`src/rtl/uart_tx_serializer.sv`:
```
// uart_tx_serializer
// Transmit half of the UART. Accepts one byte per valid/ready handshake and
// shifts it out on tx as: start bit, 8 data bits LSB first, optional even
// parity bit, stop bit. Every bit lasts CLOCKS_PER_BIT clocks.
//
// Build option: define UART_TX_PARITY_EN to compile in the even-parity bit
// (11-bit frame). Without it the frame is 10 bits and no parity logic exists.
// The paired receiver must be built with the same setting.
//
// tx and tx_busy are registered from the current state, so both trail the
// state register by one clock. A handshake at edge k therefore shows up on
// tx and tx_busy at edge k+1. tx_ready is decoded directly from the state.
// Because of that one-clock lag, a handshake during the last STOP clock
// starts the next start bit exactly when the current stop bit ends on tx.
module uart_tx_serializer #(
`ifdef FORMAL
    parameter int CLOCKS_PER_BIT = 8
`else
    parameter int CLOCKS_PER_BIT = 5000
`endif
) (
    input  logic       clk,
    input  logic       rst_n,
    input  logic [7:0] tx_data,
    input  logic       tx_valid,
    output logic       tx_ready,
    output logic       tx,
    output logic       tx_busy
);

    localparam int CNT_W = (CLOCKS_PER_BIT > 1) ? $clog2(CLOCKS_PER_BIT) : 1;
    localparam logic [CNT_W-1:0] CNT_LAST = CNT_W'(CLOCKS_PER_BIT - 1);

    typedef enum logic [2:0] {
        S_IDLE   = 3'd0,
        S_START  = 3'd1,
        S_DATA   = 3'd2,
`ifdef UART_TX_PARITY_EN
        S_PARITY = 3'd3,
`endif
        S_STOP   = 3'd4
    } state_t;

    state_t           state_q, state_d;
    logic [CNT_W-1:0] cnt_q, cnt_d;
    logic [2:0]       idx_q, idx_d;
    logic [7:0]       shift_q, shift_d;
    logic             tx_q, tx_d;
    logic             busy_q, busy_d;
    logic             bitDone;
`ifdef UART_TX_PARITY_EN
    logic             par_q, par_d;
`endif

    assign bitDone = (cnt_q == CNT_LAST);
    assign tx      = tx_q;
    assign tx_busy = busy_q;

    // Next-state, counter, shift register and line-level decode for the frame FSM
    always_comb begin
        state_d  = state_q;
        cnt_d    = cnt_q;
        idx_d    = idx_q;
        shift_d  = shift_q;
        tx_ready = 1'b0;
        tx_d     = 1'b1;
        busy_d   = (state_q != S_IDLE);
`ifdef UART_TX_PARITY_EN
        par_d    = par_q;
`endif

        case (state_q)
            S_IDLE: begin
                tx_ready = 1'b1;
                tx_d     = 1'b1;
                cnt_d    = '0;
                if (tx_valid) begin
                    shift_d = tx_data;
`ifdef UART_TX_PARITY_EN
                    par_d   = ^tx_data;
`endif
                    state_d = S_START;
                end
            end

            S_START: begin
                tx_d = 1'b0;
                if (bitDone) begin
                    cnt_d   = '0;
                    idx_d   = 3'd0;
                    state_d = S_DATA;
                end else begin
                    cnt_d = cnt_q + CNT_W'(1);
                end
            end

            S_DATA: begin
                tx_d = shift_q[0];
                if (bitDone) begin
                    cnt_d   = '0;
                    shift_d = {1'b0, shift_q[7:1]};
                    idx_d   = idx_q + 3'd1;
                    if (idx_q == 3'd7) begin
`ifdef UART_TX_PARITY_EN
                        state_d = S_PARITY;
`else
                        state_d = S_STOP;
`endif
                    end
                end else begin
                    cnt_d = cnt_q + CNT_W'(1);
                end
            end

`ifdef UART_TX_PARITY_EN
            S_PARITY: begin
                tx_d = par_q;
                if (bitDone) begin
                    cnt_d   = '0;
                    state_d = S_STOP;
                end else begin
                    cnt_d = cnt_q + CNT_W'(1);
                end
            end
`endif

            S_STOP: begin
                tx_d = 1'b1;
                if (bitDone) begin
                    tx_ready = 1'b1;
                    cnt_d    = '0;
                    if (tx_valid) begin
                        shift_d = tx_data;
`ifdef UART_TX_PARITY_EN
                        par_d   = ^tx_data;
`endif
                        state_d = S_START;
                    end else begin
                        state_d = S_IDLE;
                    end
                end else begin
                    cnt_d = cnt_q + CNT_W'(1);
                end
            end

            default: begin
                state_d = S_IDLE;
                cnt_d   = '0;
            end
        endcase
    end

    // State and datapath registers; reset discards any frame in flight
    always_ff @(posedge clk) begin
        if (!rst_n) begin
            state_q <= S_IDLE;
            cnt_q   <= '0;
            idx_q   <= 3'd0;
            shift_q <= 8'd0;
            tx_q    <= 1'b1;
            busy_q  <= 1'b0;
`ifdef UART_TX_PARITY_EN
            par_q   <= 1'b0;
`endif
        end else begin
            state_q <= state_d;
            cnt_q   <= cnt_d;
            idx_q   <= idx_d;
            shift_q <= shift_d;
            tx_q    <= tx_d;
            busy_q  <= busy_d;
`ifdef UART_TX_PARITY_EN
            par_q   <= par_d;
`endif
        end
    end

endmodule
```
`config.mk`:
```
export PLATFORM = sky130hd
export DESIGN_NAME = uart_tx_serializer
export DESIGN_NICKNAME = d
export VERILOG_FILES = /design/src/rtl/uart_tx_serializer.sv
export SDC_FILE = /design/constraint.sdc
export NUM_CORES = 1
export LEC_CHECK = 0
export ABC_AREA = 1
export CORE_MARGIN = 2
export CORE_UTILIZATION = 40
export CTS_BUF_LIST = sky130_fd_sc_hd__clkbuf_8
export CTS_CLUSTER_DIAMETER = 80
export DETAILED_ROUTE_END_ITERATION = 7
export HOLD_SLACK_MARGIN = 0.03
export PLACE_DENSITY_LB_ADDON = 0.12
export SYNTH_ARGS = -nofsm -noshare
export SYNTH_HDL_FRONTEND = slang
export SYNTH_SLANG_ARGS = --single-unit
```
`constraint.sdc`:
```
create_clock -name clk -period 3.6 [get_ports clk]
set_clock_uncertainty 0.15 [all_clocks]
set_input_delay 0.54 -clock clk [delete_from_list [all_inputs] [get_ports clk]]
set_output_delay 0.54 -clock clk [all_outputs]
set_load 0.01 [all_outputs]
```
== Yosys cells after proc, flatten, opt, wreduce, memory -nomap -nowiden ==
Index checks and enable logic that the tools add are counted.

* Equal/unequal tests: 10
* Reductions and logical operators: 9
* Muxes and demuxes: 17
* Bitwise logic cells: 2
* Add/subtract/negate cells: 2

{| class="wikitable"
|+ Operators with widths
! cell !! number
|-
| 8-bit two-way mux || 3
|-
| 8-bit case mux with 3 select lines || 1
|-
| 3-bit two-way mux || 7
|-
| 13-bit by 1-bit adder with 13-bit output (second input constant) || 1
|-
| 13-bit equality test (second input constant) || 1
|-
| 3-bit case mux with 4 select lines || 1
|-
| 2-bit inequality test (second input constant) || 5
|-
| 3-bit equality test (second input constant) || 2
|-
| 3-bit case mux with 2 select lines || 1
|-
| 3-bit AND reduction || 2
|-
| 3-bit nonzero test || 2
|-
| 3-bit OR reduction || 2
|-
| 5-bit AND reduction || 1
|-
| 1-bit case mux with 2 select lines || 2
|-
| 3-bit by 1-bit adder with 3-bit output (second input constant) || 1
|-
| 3-bit by 1-bit equality test with 1-bit output (second input constant) || 1
|-
| 3-bit by 2-bit equality test with 1-bit output (second input constant) || 1
|-
| 3-bit zero test || 1
|-
| 1-bit two-way mux || 2
|-
| 1-bit NOT || 2
|-
| 2-bit nonzero test || 1
|}

* Input port bits: 11
* Register bits after elaboration: 29

== Longest topological paths before layout ==
Gate-level depths: netlist of the first run.

* Word-level depth: 4
* Gate-level depth with buffers: 11

== Worst setup path after synthesis of the first run ==
Ideal clock, no wire load.

* Path kind: reg-to-output
* From: register cnt_q[0]
* To: output tx_ready
* Setup slack: 1826 ps
* Cell stages (with the launch flop): 6
* Buffers on the path: 0
* Required time: 2910 ps
* Arrival time: 1084 ps
* Cells stage by stage: dfxtp_1 -> ha_1 -> nand2_2 -> nor2_4 -> nand3_4 -> a21oi_1

* Longest elaborated chain between the ends: 3

{| class="wikitable"
|+ RTL lines
! element !! RTL line !! RTL
|-
| start: declaration || 45 || <nowiki>logic [CNT_W-1:0] cnt_q, cnt_d;</nowiki>
|-
| start signal: assignment || 167 || <nowiki>cnt_q <= cnt_d;</nowiki>
|-
| 13-bit equality test || 55 || <nowiki>assign bitDone = (cnt_q == CNT_LAST);</nowiki>
|-
| 1-bit two-way mux || 129 || <nowiki>if (bitDone) begin</nowiki>
|-
| 1-bit case mux with 2 select lines || 72 || <nowiki>case (state_q)</nowiki>
|-
| end: declaration || 26 || <nowiki>output logic tx_ready,</nowiki>
|}

Every way passes these cells.

== Worst setup path after layout of the first run ==
Same ends and word-level chain as after synthesis.

==> results.ini, run 1 <==
[finish]
stdcell_count = 266
area_growth_pct = 18.10
diodes = 0
final_common_cell = nand2_1
fin_nets = 233
final_cell_mix = nand2_1, nor2_1, dfxtp_1
drive_above_1_share_pct = 15.91

[yosys]
synth_seq_area_share_pct = 39.62
synth.distinct_cells = 28
yosysWarnings = 0
ys_ff_latch = 29
synth_fp_nets = 216
synthCells = 202
synth.avg_cell_area_um2 = 7.253
syn_area_um2 = 1465

[die]
dieArea_um2 = 4163
pin_count = 14
start_util_pct = 42.89
std_cell_rows = 21
die_h_um = 64.52
fp.dieW_um = 64.52
core_area_um2 = 3416

[timing]
fmax_mhz = 388.8
drv_slew = 0
rsz0062_at_grt = no
period_needed_ns = 2.572
slew_headroom_pct = 65.73
fin_crit_sh_pct = 71.44
hold_violations = 0
fin_tns_setup_ns = 0
finalSetupViolations = 0
worst_slew_pin_slew_ns = 0.5124

[clock_tree]
cts.sinks = 29
clk-insertion-delay-late_ns = 0.28
cts_setup_buffers = 0
cts.repair.resized = 0
hold_buffers = 0
cts_buffer_depth = 2
htree_num_levels = 2
root_buffer = clkbuf_8
path_clk_slew_ns = 0.06
cts_buffers = 5
cts_tree = yes

[power]
powerDensity_nw_per_um2 = 626.8
p_total_mw = 1.085
peakVddDrop_v = 0.0002482
power.leakage_nw = 0.7403

[placement]
place.gp.congestion = 0.8763
io_buffers = 13
dp_cells = 258
dp_hpwl_um = 2006

[run]
drv_cap = 0

[grt]
antenna_found_initial = 0
grt_pass1_vias = 1149
grt_max_degree = 17
grt_pass1_wl_um = 4774
grtUsageTotal_pct = 14.80
grt-ovfl-total = 0

[detailed_routing]
vias = 1260
ant_nets = 0
vias_per_cell = 4.737
first_iter_violations = 84
dr.pass1.iters = 4
wl_um = 2736
wl_per_cell_um = 10.29
drc_errors = 0

[worst_setup_path]
crit_type = register to primary output
r2r_start = state_q[0]
cp-start-kind = register
worst-path-max-fanout = 6
r2r-end = cnt_q[10]
ff2ff_setup_slack_ns = 1.83
rr_worst_depth = 7
cp-end-kind = primary output
required_ns = 2.91
worstPathArrival_ns = 1.88

[worst_hold_path]
worstHoldStart = cnt_q[0]
worstHoldPathCells = 1
hold_path.class = register to register
min_to = cnt_q[0]

[run_status]
status = completed

cell usage after synthesis (all sizes together):
cell	number	share of area [%]
dfxtp	29	40
nand4	2	0.85
buf	3	1.6
inv	22	5.6
xor2	3	1.8
nor3	2	1.4
or2	2	0.85
nor3b	2	1.0
nand3	11	5.6
xnor2	1	0.60
ha	3	2.6
nand2	62	17
clkinv	1	0.60
a21oi	10	3.4
nor2	38	13
o21ai	9	3.1
o22ai	2	1.3
worst max-delay path: stages, from the launching register on:
cell and delay [ns]:
dfxtp_1 0.35, ha_1 0.19, nand2_2 0.10, nor2_4 0.14, nand3_4 0.12, a21oi_1 0.14, clkdlybuf4s50_1 0.54
flip-flops by register name, indices dropped and copies added (netlist names):
signal	cells
idx_q	3
tx	1
cnt_q	13
shift_q	8
state_q	3
tx_busy	1
power breakdown:
part	switching, mW	internal (mW)	leakage (nW)
combinational	0.234	0.141	0.450
clock	0.123	0.172	0.0542
sequential	0.0339	0.381	0.236
through the flow:
stage | instance area [µm²] | util [%] | hold slack [ns] | setup WS (ns)
floorplan | 1465 | - | 0.2675 | 1.826
global placement | 1629 | 47.69 | 0.2799 | 1.341
detailed placement | 1629 | 47.69 | 0.2947 | 1.307
CTS | 1730 | 50.66 | 0.3077 | 0.9949
global route | 1730 | 50.66 | 0.3187 | 0.8994
finish | 1730 | 50.66 | 0.3015 | 1.028
per-layer routing:
| layer | vias to the layer above | GRT usage, % | part of all wire (%) |
|---|---|---|---|
| met3 | 8 | 4.514 | 4.8 |
| met1 | 563 | 17.75 | 47 |
| met2 | 26 | 23.70 | 45 |
| li1 | 663 | - | - |
| met5 | - | 0 | 0 |
| met4 | 0 | 7.979 | 2.6 |
cells by family after synthesis:
family	count (synthesis)	share of synthesized area, %
AND/OR/NAND/NOR	119	39.79
flip-flops	29	39.62
buffers and inverters	26	7.857
adder cells (fa/ha/maj)	3	2.562
XOR/XNOR	4	2.392
AO/OA/AOI/OAI	21	7.771
how the worst max path moves through the flow:
stage | start | to | slack (ns) | cells after the start
after floorplan | cnt_q[0] | tx_ready | 1.83 | 5
after global placement | rst_n | cnt_q[10] | 1.34 | 5
after detailed placement | cnt_q[0] | tx_ready | 1.31 | 6
after CTS | cnt_q[0] | tx_ready | 0.99 | 6
after global routing | cnt_q[0] | tx_ready | 0.90 | 6
final | cnt_q[0] | tx_ready | 1.03 | 6
layout make-up:
type,instances,area [µm²]
Sequential cell,29,580.6
Clock buffer,7,96.34
Fill cell,339,1685
Multi-Input combinational cell,147,769.5
Inverter,23,91.34
Timing Repair Buffer,13,130.1
Tap cell,46,57.56
Clock inverter,1,5.005
No activity file was read; power rests on OpenSTA's default activity.
==> inputs of run 2 (changes only) <==
==> constraint.sdc (replaced) <==
create_clock -name clk -period 2.3 [get_ports clk]
set_clock_uncertainty 0.15 [all_clocks]
set_input_delay 0.345 -clock clk [delete_from_list [all_inputs] [get_ports clk]]
set_output_delay 0.345 -clock clk [all_outputs]
set_load 0.01 [all_outputs]
==> results.ini, run 2 (synthesis results as in run 1) <==
[run_status]
status = completed

[grt]
antenna_found_initial = 0
grt_pass1_vias = 1110
grt_max_degree = 17
grtUsageTotal_pct = 14.51
grt_pass1_wl_um = 4671
grt-ovfl-total = 0

[timing]
fmax_mhz = 478.3
slew_headroom_pct = 77.24
hold_violations = 0
setup_slack_ns = 0.2091
fin_tns_setup_ns = 0
fin_crit_sh_pct = 90.91
worst_slew_pin_slew_ns = 0.3410
finalSetupViolations = 0
rsz0062_at_grt = no
drv_slew = 0
period_needed_ns = 2.091

[die]
core_area_um2 = 3416
fp.dieW_um = 64.52
pin_count = 14
dieArea_um2 = 4163
die_h_um = 64.52
start_util_pct = 42.89
std_cell_rows = 21

[detailed_routing]
drc_errors = 0
wl_um = 2697
first_iter_violations = 80
vias_per_cell = 4.603
dr.pass1.iters = 4
ant_nets = 0
wl_per_cell_um = 10.10
vias = 1229

[worst_setup_path]
cp-end-kind = primary output
required_ns = 1.80
critPathMaxStageDelay_ns = 0.35
crit_type = register to primary output
path_delay_family = simple AND/OR/NAND/NOR gates
worst-path-max-fanout = 6
worst-path-buf-inv = 1
cp_cell_sequence = ha_1 > nand2_2 > nor2_4 > nand3_4 > a21oi_1 > dlygate4sd2_1
cp-start-kind = register
crit_slowest_cell = dfxtp_1
worstPathArrival_ns = 1.60

[finish]
reg.largest.list = cnt_q: 13 flops, shift_q: 8 flops
diodes = 0
final_cell_mix = nand2_1, nor2_1, dfxtp_1
final_common_cell = nand2_1
fin_nets = 234
area_growth_pct = 18.53
largest_reg_flops = 13
drive_above_1_share_pct = 16.29
top_register = cnt_q

[worst_hold_path]
hold_path.class = register to register

[clock_tree]
cts_setup_buffers = 0
path_clk_slew_ns = 0.06
cts_buffers = 5
cts_buffer_depth = 2
htree_num_levels = 2
cts.sinks = 29
clk-insertion-delay-late_ns = 0.27
cts_tree = yes
root_buffer = clkbuf_8

[placement]
place.gp.congestion = 0.7917
post-place-ws_ns = 0.1821
dp_hpwl_um = 2015
io_buffers = 13

[run]
drv_cap = 0

[power]
switchingPower_mw = 0.6030
pwr-share-comb_pct = 34.6
switching_share_pct = 35.83
pwr-share-clk_pct = 26.8
peakVddDrop_v = 0.0004223
powerDensity_nw_per_um2 = 969.1
power.leakage_nw = 0.7450
internal_power_mw = 1.080
power_frac_seq_pct = 38.6

-- run 2: area by class of cell --
cell class                 instances  area, µm²
multi-input combinational        147      769.5
clock inverter                     1      5.005
timing repair buffer              14      136.4
fill                             351       1679
sequential                        29      580.6
inverter                          23      91.34
tap                               46      57.56
clock buffer                       7      96.34
-- run 2: final timing paths --
kind / from / to / slack [ns] / cells after the start
max: cnt_q[0] / tx_ready / 0.21 / 6
min: cnt_q[0] / cnt_q[0] / 0.30 / 1
max reg2reg: state_q[0] / cnt_q[10] / 0.52 / 7
min reg2reg: cnt_q[0] / cnt_q[0] / 0.30 / 1
-- run 2: power groups by stage --
stage	clock network (mW)	registers (mW)	logic, mW
floorplan	0	0.657	0.445
global placement	0	0.655	0.580
detailed placement	0	0.659	0.600
CTS	0.467	0.650	0.593
global route	0.496	0.664	0.657
finish	0.451	0.650	0.582
-- run 2: through the flow --
stage | hold slack, ns | util (%) | cells | cell area (µm²) | power, mW
after floorplan | 0.2675 | - | 202 | 1465 | 1.102
after global placement | 0.2787 | 47.91 | 259 | 1637 | 1.235
after detailed placement | 0.2911 | 47.91 | 259 | 1637 | 1.259
after CTS | 0.2991 | 50.84 | 267 | 1737 | 1.709
after global routing | 0.3206 | 50.84 | 267 | 1737 | 1.817
final | 0.2991 | 50.84 | 267 | 1737 | 1.683
-- run 2: metal layers --
layer / GRT usage (%) / part of all wire [%] / vias to the layer above
li1: - / - / 667
met1: 18.51 / 51 / 548
met2: 22.27 / 46 / 12
met3: 5.382 / 2.5 / 2
met4: 5.585 / 0.48 / 0
met5: 0 / 0 / -
-- run 2: timing repair --
action,4_1_cts,5_1_grt
resized for setup,1,0
setup endpoints to repair,1,0
hold buffers,0,0
==> inputs of run 3 (changes only) <==
--- a/config.mk
+++ b/config.mk
@@ -6,13 +6,11 @@
 export NUM_CORES = 1
 export LEC_CHECK = 0
 export ABC_AREA = 1
-export CORE_MARGIN = 2
 export CORE_UTILIZATION = 40
 export CTS_BUF_LIST = sky130_fd_sc_hd__clkbuf_8
 export CTS_CLUSTER_DIAMETER = 80
 export DETAILED_ROUTE_END_ITERATION = 7
-export HOLD_SLACK_MARGIN = 0.03
-export PLACE_DENSITY_LB_ADDON = 0.12
+export HOLD_SLACK_MARGIN = 0.06
 export SYNTH_ARGS = -nofsm -noshare
 export SYNTH_HDL_FRONTEND = slang
 export SYNTH_SLANG_ARGS = --single-unit
==> results.ini, run 3 (synthesis results as in run 1) <==
[worst_setup_path]
crit_start = cnt_q[0]
worst-path-max-fanout = 6
worst-path-buf-inv = 1
cp-start-kind = register
critPathMaxStageDelay_ns = 0.35
required_ns = 1.80
cp-end-kind = primary output
ff2ff_setup_slack_ns = 0.58
crit_slowest_cell = dfxtp_1
worstPathArrival_ns = 1.61
r2r_start = state_q[2]
crit_type = register to primary output
path_delay_family = simple AND/OR/NAND/NOR gates
cp_cell_sequence = ha_1 > nand2_2 > nor2_4 > nand3_4 > a21oi_1 > dlygate4sd2_1

[die]
core_area_um2 = 3416
die_h_um = 62.52
start_util_pct = 42.89
fp.dieW_um = 62.52
dieArea_um2 = 3909
pin_count = 14
std_cell_rows = 21

[clock_tree]
path_clk_slew_ns = 0.06
cts.sinks = 29
cts_buffer_depth = 2
cts_tree = yes
root_buffer = clkbuf_8
htree_num_levels = 2
clk-insertion-delay-late_ns = 0.27
cts_buffers = 5
cts_setup_buffers = 0

[finish]
stdcell_count = 267
final_cell_mix = nand2_1, nor2_1, dfxtp_1
final_common_cell = nand2_1
area_growth_pct = 18.53
top_register = cnt_q
reg.largest.list = cnt_q: 13 flops, shift_q: 8 flops
fin_nets = 234
drive_above_1_share_pct = 16.29
largest_reg_flops = 13
diodes = 0

[grt]
grt-ovfl-total = 0
grtUsageTotal_pct = 14.80
grt_max_degree = 17
grt_pass1_wl_um = 4581
antenna_found_initial = 0
grt_pass1_vias = 1108

[timing]
worst_slew_pin_slew_ns = 0.3263
fin_crit_sh_pct = 91.47
fin_tns_setup_ns = 0
hold_violations = 0
fmax_mhz = 475.3
slew_headroom_pct = 78.22
rsz0062_at_grt = no
period_needed_ns = 2.104
finalSetupViolations = 0
drv_slew = 0

[worst_hold_path]
worstHoldStart = cnt_q[0]
hold_path.class = register to register

[detailed_routing]
ant_nets = 0
wl_um = 2643
first_iter_violations = 37
drc_errors = 0
vias_per_cell = 4.640
vias = 1239
dr.pass1.iters = 4
wl_per_cell_um = 9.899

[placement]
dp_hpwl_um = 1963
place.gp.congestion = 0.8445
dp_cells = 259
io_buffers = 13

[run]
drv_cap = 0

[power]
power.leakage_nw = 0.7450
powerDensity_nw_per_um2 = 971.0
peakVddDrop_v = 0.0006388

[run_status]
status = completed

==> run 3: layout make-up <==
cell class,instances,area (µm²)
multi-input combinational,147,769.5
clock inverter,1,5.005
timing repair buffer,14,136.4
sequential,29,580.6
tap,46,57.56
inverter,23,91.34
fill,346,1679
clock buffer,7,96.34
==> run 3: per-layer routing <==
| layer | up-vias | track usage [%] | share of wire (%) |
|---|---|---|---|
| li1 | 668 | - | - |
| met1 | 552 | 19.28 | 52 |
| met2 | 15 | 23.10 | 44 |
| met3 | 4 | 3.285 | 2.4 |
| met4 | 0 | 6.977 | 1.8 |
| met5 | - | 0 | 0 |
==> run 3: final timing paths <==
path | endpoint | cells past startpoint
setup reg to reg | cnt_q[10] | 7
hold / removal | cnt_q[0] | 1
setup / recovery | tx_ready | 6
hold reg to reg | cnt_q[0] | 1
==> run 3: repair_timing <==
item                       CTS  global route
resized for setup            1             0
hold buffers                 0             0
setup endpoints to repair    1             0
==> run 3: power by group <==
| group | switching [mW] | internal (mW) | leakage, nW |
|---|---|---|---|
| Sequential | 0.0511 | 0.596 | 0.236 |
| Combinational | 0.364 | 0.213 | 0.454 |
| Clock | 0.192 | 0.270 | 0.0542 |
| Total | 0.607 | 1.08 | 0.745 |
==> run 3: through the flow <==
step / total power [mW] / hold WS, ns / utilization [%] / area, µm² / setup WS [ns]
CTS: 1.701 / 0.2977 / 50.84 / 1737 / 0.1773
floorplan: 1.102 / 0.2675 / - / 1465 / 0.7214
detailed placement: 1.250 / 0.2887 / 47.91 / 1637 / 0.2156
global placement: 1.238 / 0.2790 / 47.91 / 1637 / 0.2310
global route: 1.817 / 0.3309 / 50.84 / 1737 / 0.1138
finish: 1.686 / 0.2934 / 50.84 / 1737 / 0.1962
